### config.mk
export PLATFORM = sky130hd
export DESIGN_NAME = memory_access_stage
export DESIGN_NICKNAME = d
export VERILOG_FILES = /design/src/rtl/memory_access_stage.sv
export SDC_FILE = /design/constraint.sdc
export NUM_CORES = 1
export LEC_CHECK = 0
export ABC_AREA = 1
export BUFFER_PORTS_ARGS = -buffer_cell sky130_fd_sc_hd__buf_2
export CORE_ASPECT_RATIO = 1.1
export CORE_UTILIZATION = 52
export DETAILED_ROUTE_END_ITERATION = 7
export MAX_ROUTING_LAYER = met4
export PLACE_DENSITY = 0.83
export SLEW_MARGIN = 0
export SYNTH_ARGS = -nofsm -noshare
export SYNTH_HDL_FRONTEND = slang
export SYNTH_SLANG_ARGS = --single-unit
### constraint.sdc
create_clock -name clk -period 6.4 [get_ports clk]
set_input_delay 1.92 -clock clk [delete_from_list [all_inputs] [get_ports clk]]
set_output_delay 1.92 -clock clk [all_outputs]
set_load 0.05 [all_outputs]
### src/rtl/memory_access_stage.sv
// Memory access pipeline stage: issues loads/stores to a handshaked memory,
// passes ALU results to writeback, and stalls upstream while a transaction waits.
//
// Ports:
//   clk, reset          rising-edge clock, asynchronous active-high reset
//   memWe, regWe        store / register-write requests from execute
//   writeRegFromAlu     1 = ALU result to regfile, 0 with regWe = load
//   regToWrite          destination register index
//   dataToWrite         store data
//   result              ALU result, also load/store address
//   stall               upstream holds its inputs while high (combinational)
//   memReq, memWrite    memory request and direction (1 = write)
//   memAddr, memWdata   memory address and write data
//   memRdata, memReady  memory read data and completion
//   regWeOut            writeback enable
//   regToWriteOut       writeback register index
//   wbData              writeback data
//   memError            sticky timeout flag
module memory_access_stage #(
    parameter logic [7:0] TIMEOUT = 8'd255
) (
    input  logic        clk,
    input  logic        reset,
    input  logic        memWe,
    input  logic        regWe,
    input  logic        writeRegFromAlu,
    input  logic [3:0]  regToWrite,
    input  logic [23:0] dataToWrite,
    input  logic [23:0] result,
    output logic        stall,
    output logic        memReq,
    output logic        memWrite,
    output logic [23:0] memAddr,
    output logic [23:0] memWdata,
    input  logic [23:0] memRdata,
    input  logic        memReady,
    output logic        regWeOut,
    output logic [3:0]  regToWriteOut,
    output logic [23:0] wbData,
    output logic        memError
);

    typedef enum logic [1:0] {
        IDLE       = 2'd0,
        WRITE_WAIT = 2'd1,
        READ_WAIT  = 2'd2
    } state_t;

    state_t      state_q, state_d;
    logic        mem_req_q, mem_req_d;
    logic        mem_write_q, mem_write_d;
    logic [23:0] mem_addr_q, mem_addr_d;
    logic [23:0] mem_wdata_q, mem_wdata_d;
    logic        reg_we_q, reg_we_d;
    logic [3:0]  rd_out_q, rd_out_d;
    logic [23:0] wb_data_q, wb_data_d;
    logic        mem_err_q, mem_err_d;
    logic [3:0]  rd_lat_q, rd_lat_d;
    logic [7:0]  cnt_q, cnt_d;

    logic is_store, is_load, is_alu;

    // memWe wins over regWe, so a store never writes back.
    assign is_store = memWe;
    assign is_load  = !memWe && regWe && !writeRegFromAlu;
    assign is_alu   = !memWe && regWe && writeRegFromAlu;

    always_comb begin
        state_d     = state_q;
        mem_req_d   = mem_req_q;
        mem_write_d = mem_write_q;
        mem_addr_d  = mem_addr_q;
        mem_wdata_d = mem_wdata_q;
        reg_we_d    = 1'b0;
        rd_out_d    = rd_out_q;
        wb_data_d   = wb_data_q;
        mem_err_d   = mem_err_q;
        rd_lat_d    = rd_lat_q;
        cnt_d       = cnt_q;

        unique case (state_q)
            IDLE: begin
                unique case (1'b1)
                    is_store: begin
                        state_d     = WRITE_WAIT;
                        mem_req_d   = 1'b1;
                        mem_write_d = 1'b1;
                        mem_addr_d  = result;
                        mem_wdata_d = dataToWrite;
                        cnt_d       = 8'd0;
                    end
                    is_load: begin
                        state_d     = READ_WAIT;
                        mem_req_d   = 1'b1;
                        mem_write_d = 1'b0;
                        mem_addr_d  = result;
                        rd_lat_d    = regToWrite;
                        cnt_d       = 8'd0;
                    end
                    is_alu: begin
                        reg_we_d  = 1'b1;
                        rd_out_d  = regToWrite;
                        wb_data_d = result;
                    end
                    default: ;
                endcase
            end
            WRITE_WAIT, READ_WAIT: begin
                // Completion has priority over a timeout in the same cycle.
                if (memReady) begin
                    state_d   = IDLE;
                    mem_req_d = 1'b0;
                    cnt_d     = 8'd0;
                    if (state_q == READ_WAIT) begin
                        reg_we_d  = 1'b1;
                        rd_out_d  = rd_lat_q;
                        wb_data_d = memRdata;
                    end
                end else if (cnt_q == TIMEOUT) begin
                    state_d   = IDLE;
                    mem_req_d = 1'b0;
                    mem_err_d = 1'b1;
                    cnt_d     = 8'd0;
                end else begin
                    cnt_d = cnt_q + 8'd1;
                end
            end
            default: begin
                state_d   = IDLE;
                mem_req_d = 1'b0;
                cnt_d     = 8'd0;
            end
        endcase
    end

    always_ff @(posedge clk or posedge reset) begin
        if (reset) begin
            state_q     <= IDLE;
            mem_req_q   <= 1'b0;
            mem_write_q <= 1'b0;
            mem_addr_q  <= 24'd0;
            mem_wdata_q <= 24'd0;
            reg_we_q    <= 1'b0;
            rd_out_q    <= 4'd0;
            wb_data_q   <= 24'd0;
            mem_err_q   <= 1'b0;
            rd_lat_q    <= 4'd0;
            cnt_q       <= 8'd0;
        end else begin
            state_q     <= state_d;
            mem_req_q   <= mem_req_d;
            mem_write_q <= mem_write_d;
            mem_addr_q  <= mem_addr_d;
            mem_wdata_q <= mem_wdata_d;
            reg_we_q    <= reg_we_d;
            rd_out_q    <= rd_out_d;
            wb_data_q   <= wb_data_d;
            mem_err_q   <= mem_err_d;
            rd_lat_q    <= rd_lat_d;
            cnt_q       <= cnt_d;
        end
    end

    assign stall         = (state_q != IDLE);
    assign memReq        = mem_req_q;
    assign memWrite      = mem_write_q;
    assign memAddr       = mem_addr_q;
    assign memWdata      = mem_wdata_q;
    assign regWeOut      = reg_we_q;
    assign regToWriteOut = rd_out_q;
    assign wbData        = wb_data_q;
    assign memError      = mem_err_q;

endmodule
==> results.sh <==
export IMPL_outcome="finished, final reports clean"
export IMPL_first_pass_iters=4
export IMPL_wire_per_inst_um=13.4
export IMPL_synthFlopType="dfrtp_1"
export IMPL_synth_edf_count=0
export IMPL_die_h_um=94.7
export IMPL_vias=3313
export IMPL_worst_pin_slew_ns=1.02
export IMPL_synth_nets=495
export IMPL_hold_class="flip-flop to flip-flop"
export IMPL_final_layout_size_suffix_gt1_frac=0.387
export IMPL_clk_pin_slew_ns=0.08
export IMPL_cpMaxStageDelayCell="dfrtp_1"
export IMPL_grt_total_usage=0.232
export IMPL_period_share=0.541
export IMPL_syn_area_um2=4060
export IMPL_synth_area_leader_cell="dfrtp_1"
export IMPL_cp_start_kind="flip-flop"
export IMPL_clk_path_buf_depth=2
export IMPL_wl_um=9010
export IMPL_grt_max_degree=62
export IMPL_ctsResizeCount=0
export IMPL_clock_sinks=94
export IMPL_core_um2=7510
export IMPL_crit_path_end_kind="output pin"
export IMPL_yosysMostFrequentCell="nand2_1"
export IMPL_overflow=0
export IMPL_die_area_um2=8170
export IMPL_period_needed_ns=3.46
export IMPL_gp_congestion=0.806
export IMPL_timing_final_setup_violations=0
export IMPL_max_stage_delay_ns=0.42
export IMPL_ys_warn_count=0
export IMPL_postCtsSetupBuffers=0
export IMPL_dr_first_iter_drc_count=104
export IMPL_ant_nets=0
export IMPL_synth_seq_area_share=0.579
export IMPL_cp_data_required_time_ns=4.48
export IMPL_grt_pass1_wl_um=14300
export IMPL_crit_type="flip-flop to output pin"
export IMPL_hpwlAfterDp_um=6570
export IMPL_cts_root_buf="clkbuf_8"
export IMPL_cp_startpoint="state_q[0]"
export IMPL_path_max_fanout=4
export IMPL_async_reset_ff_frac=1.00
export IMPL_core_rowCount=33
export IMPL_ys_ff_latch=94
export IMPL_hold_buffers=0
export IMPL_layout_nets=650
export IMPL_syn2layout_area_growth_pct=25.6
export IMPL_multi_input_area_um2=1460
export IMPL_fill_cells=641
export IMPL_finalHoldViolCount=0
export IMPL_ys_top_cells_by_area="dfrtp_1 58%, nand2_1 11%, mux2_2 6.7%"
export IMPL_utilization=0.679
export IMPL_cts_buffers=9
export IMPL_route_detailed_drc=0
export IMPL_h_tree_depth=3
export IMPL_port_buffer_count=162
export IMPL_slew_limit_headroom=0.321
export IMPL_pin_count=163
export IMPL_rr_startpoint="state_q[0]"
export IMPL_rsz0062_at_grt="no"
export IMPL_initial_core_util=0.540
export IMPL_seqCellArea_um2=2350
export IMPL_avgSynthCellArea_um2=9.95
export IMPL_critPathArrivalTime_ns=1.54
export IMPL_clock_latency_ns=0.36
export IMPL_maxCapViolCount=0
export IMPL_fmax_mhz=289
export IMPL_syn_inst=408
export IMPL_antennaDiodeCount=0
export IMPL_hp_start="memAddr[11]"
export IMPL_fin_skew_ns=0.0116
export IMPL_synthDistinctLibCells=25
export IMPL_drv_slew=0
export IMPL_cts_tree="done"
export IMPL_antenna_found_initial=0
export IMPL_synth_top_area_share=0.579
export IMPL_fp_dieW_um=86.3
export IMPL_fin_setup_tns_ns=0
export IMPL_grt_pass1_vias=3237
export IMPL_cp_cell_sequence="inv_1 > ha_1 > inv_2 > buf_2"
export IMPL_vias_per_cell=4.92
export IMPL_synthTopCellsByCount="120 x nand2_1, 94 x dfrtp_1, 48 x o21ai_0"
## cells by family (layout without fill, tap and decap cells)
family | Yosys count | in the layout | synth area share
multiplexers | 37 | 37 | 0.0986
adder cells (fa/ha/maj) | 5 | 5 | 0.0154
AO/OA/AOI/OAI | 67 | 67 | 0.0869
XOR/XNOR | 2 | 2 | 0.00431
AND/OR/NAND/NOR | 150 | 150 | 0.154
flip-flops | 94 | 94 | 0.579
buffers and inverters | 53 | 213 | 0.0616
## per-layer routing
metal / up-vias / global-route usage / routed length (um)
met4: 0 / 0.0889 / 177
li1: 1614 / - / -
met2: 144 / 0.403 / 4430
met1: 1538 / 0.265 / 3730
met5: - / - / 0
met3: 17 / 0.0472 / 676
## registers in the layout, indices dropped and copies added, names as in the netlist
name           cells
memReq             1
memAddr           24
memWdata          24
cnt_q              8
regToWriteOut      4
regWeOut           1
state_q            2
rd_lat_q           4
memError           1
memWrite           1
wbData            24
## worst paths after layout
check / end / slack, ns / depth (start not counted)
setup / recovery: stall / 2.94 / 4
hold / removal: memAddr[11] / 0.47 / 2
setup reg to reg: wbData[7] / 3.31 / 7
hold reg to reg: memAddr[11] / 0.47 / 2
max in group asynchronous: memWrite / 3.67 / 3
min in group asynchronous: wbData[15] / 1.76 / 2
## layout make-up
| type | count | area share |
|---|---|---|
| Sequential cell | 94 | 0.461 |
| Multi-Input combinational cell | 261 | 0.287 |
| Timing Repair Buffer | 163 | 0.160 |
| Clock buffer | 11 | 0.0277 |
| Inverter | 34 | 0.0263 |
| Tap cell | 105 | 0.0258 |
| Clock inverter | 5 | 0.0115 |
## cells in the final DEF (no fill, tap or decap), types with 3 or more instances in the layout
cell / synthesis / routed
nand2_2: 3 / 3
clkbuf_8: 0 / 10
dfrtp_1: 94 / 94
ha_1: 5 / 5
nand3_1: 8 / 7
o21ai_0: 48 / 48
mux2_2: 24 / 24
buf_2: 10 / 162
mux2i_1: 13 / 13
o21ai_2: 4 / 4
inv_1: 28 / 27
nand2_1: 120 / 120
a21oi_1: 3 / 3
inv_2: 4 / 4
o21ai_1: 11 / 11
nand4_1: 3 / 3
nor2_1: 13 / 13
## critical path: cells and delay by family, from the launching register on
kind       cells  cell delay [ns]
fa+ha+maj      1             0.26
buf+inv        3             0.52
flops          1             0.42
## through the flow
| stage | instance area [um2] | worst slack [ns] | hold slack, ns | cells |
|---|---|---|---|---|
| 5_1_grt | 5100 | 2.84 | 0.498 | 673 |
| 4_1_cts | 5100 | 2.91 | 0.476 | 673 |
| 3_5_place_dp | 4900 | 2.70 | 0.455 | 657 |
| 3_3_place_gp | 4900 | 2.79 | 0.450 | 657 |
| 2_1_floorplan | 4060 | 2.03 | 0.442 | 408 |
| 6_report | 5100 | 2.94 | 0.472 | 673 |
Power is left out: the tool's default activity adds up to more than one toggle a clock period on the data nets, which glitch-free logic cannot reach.
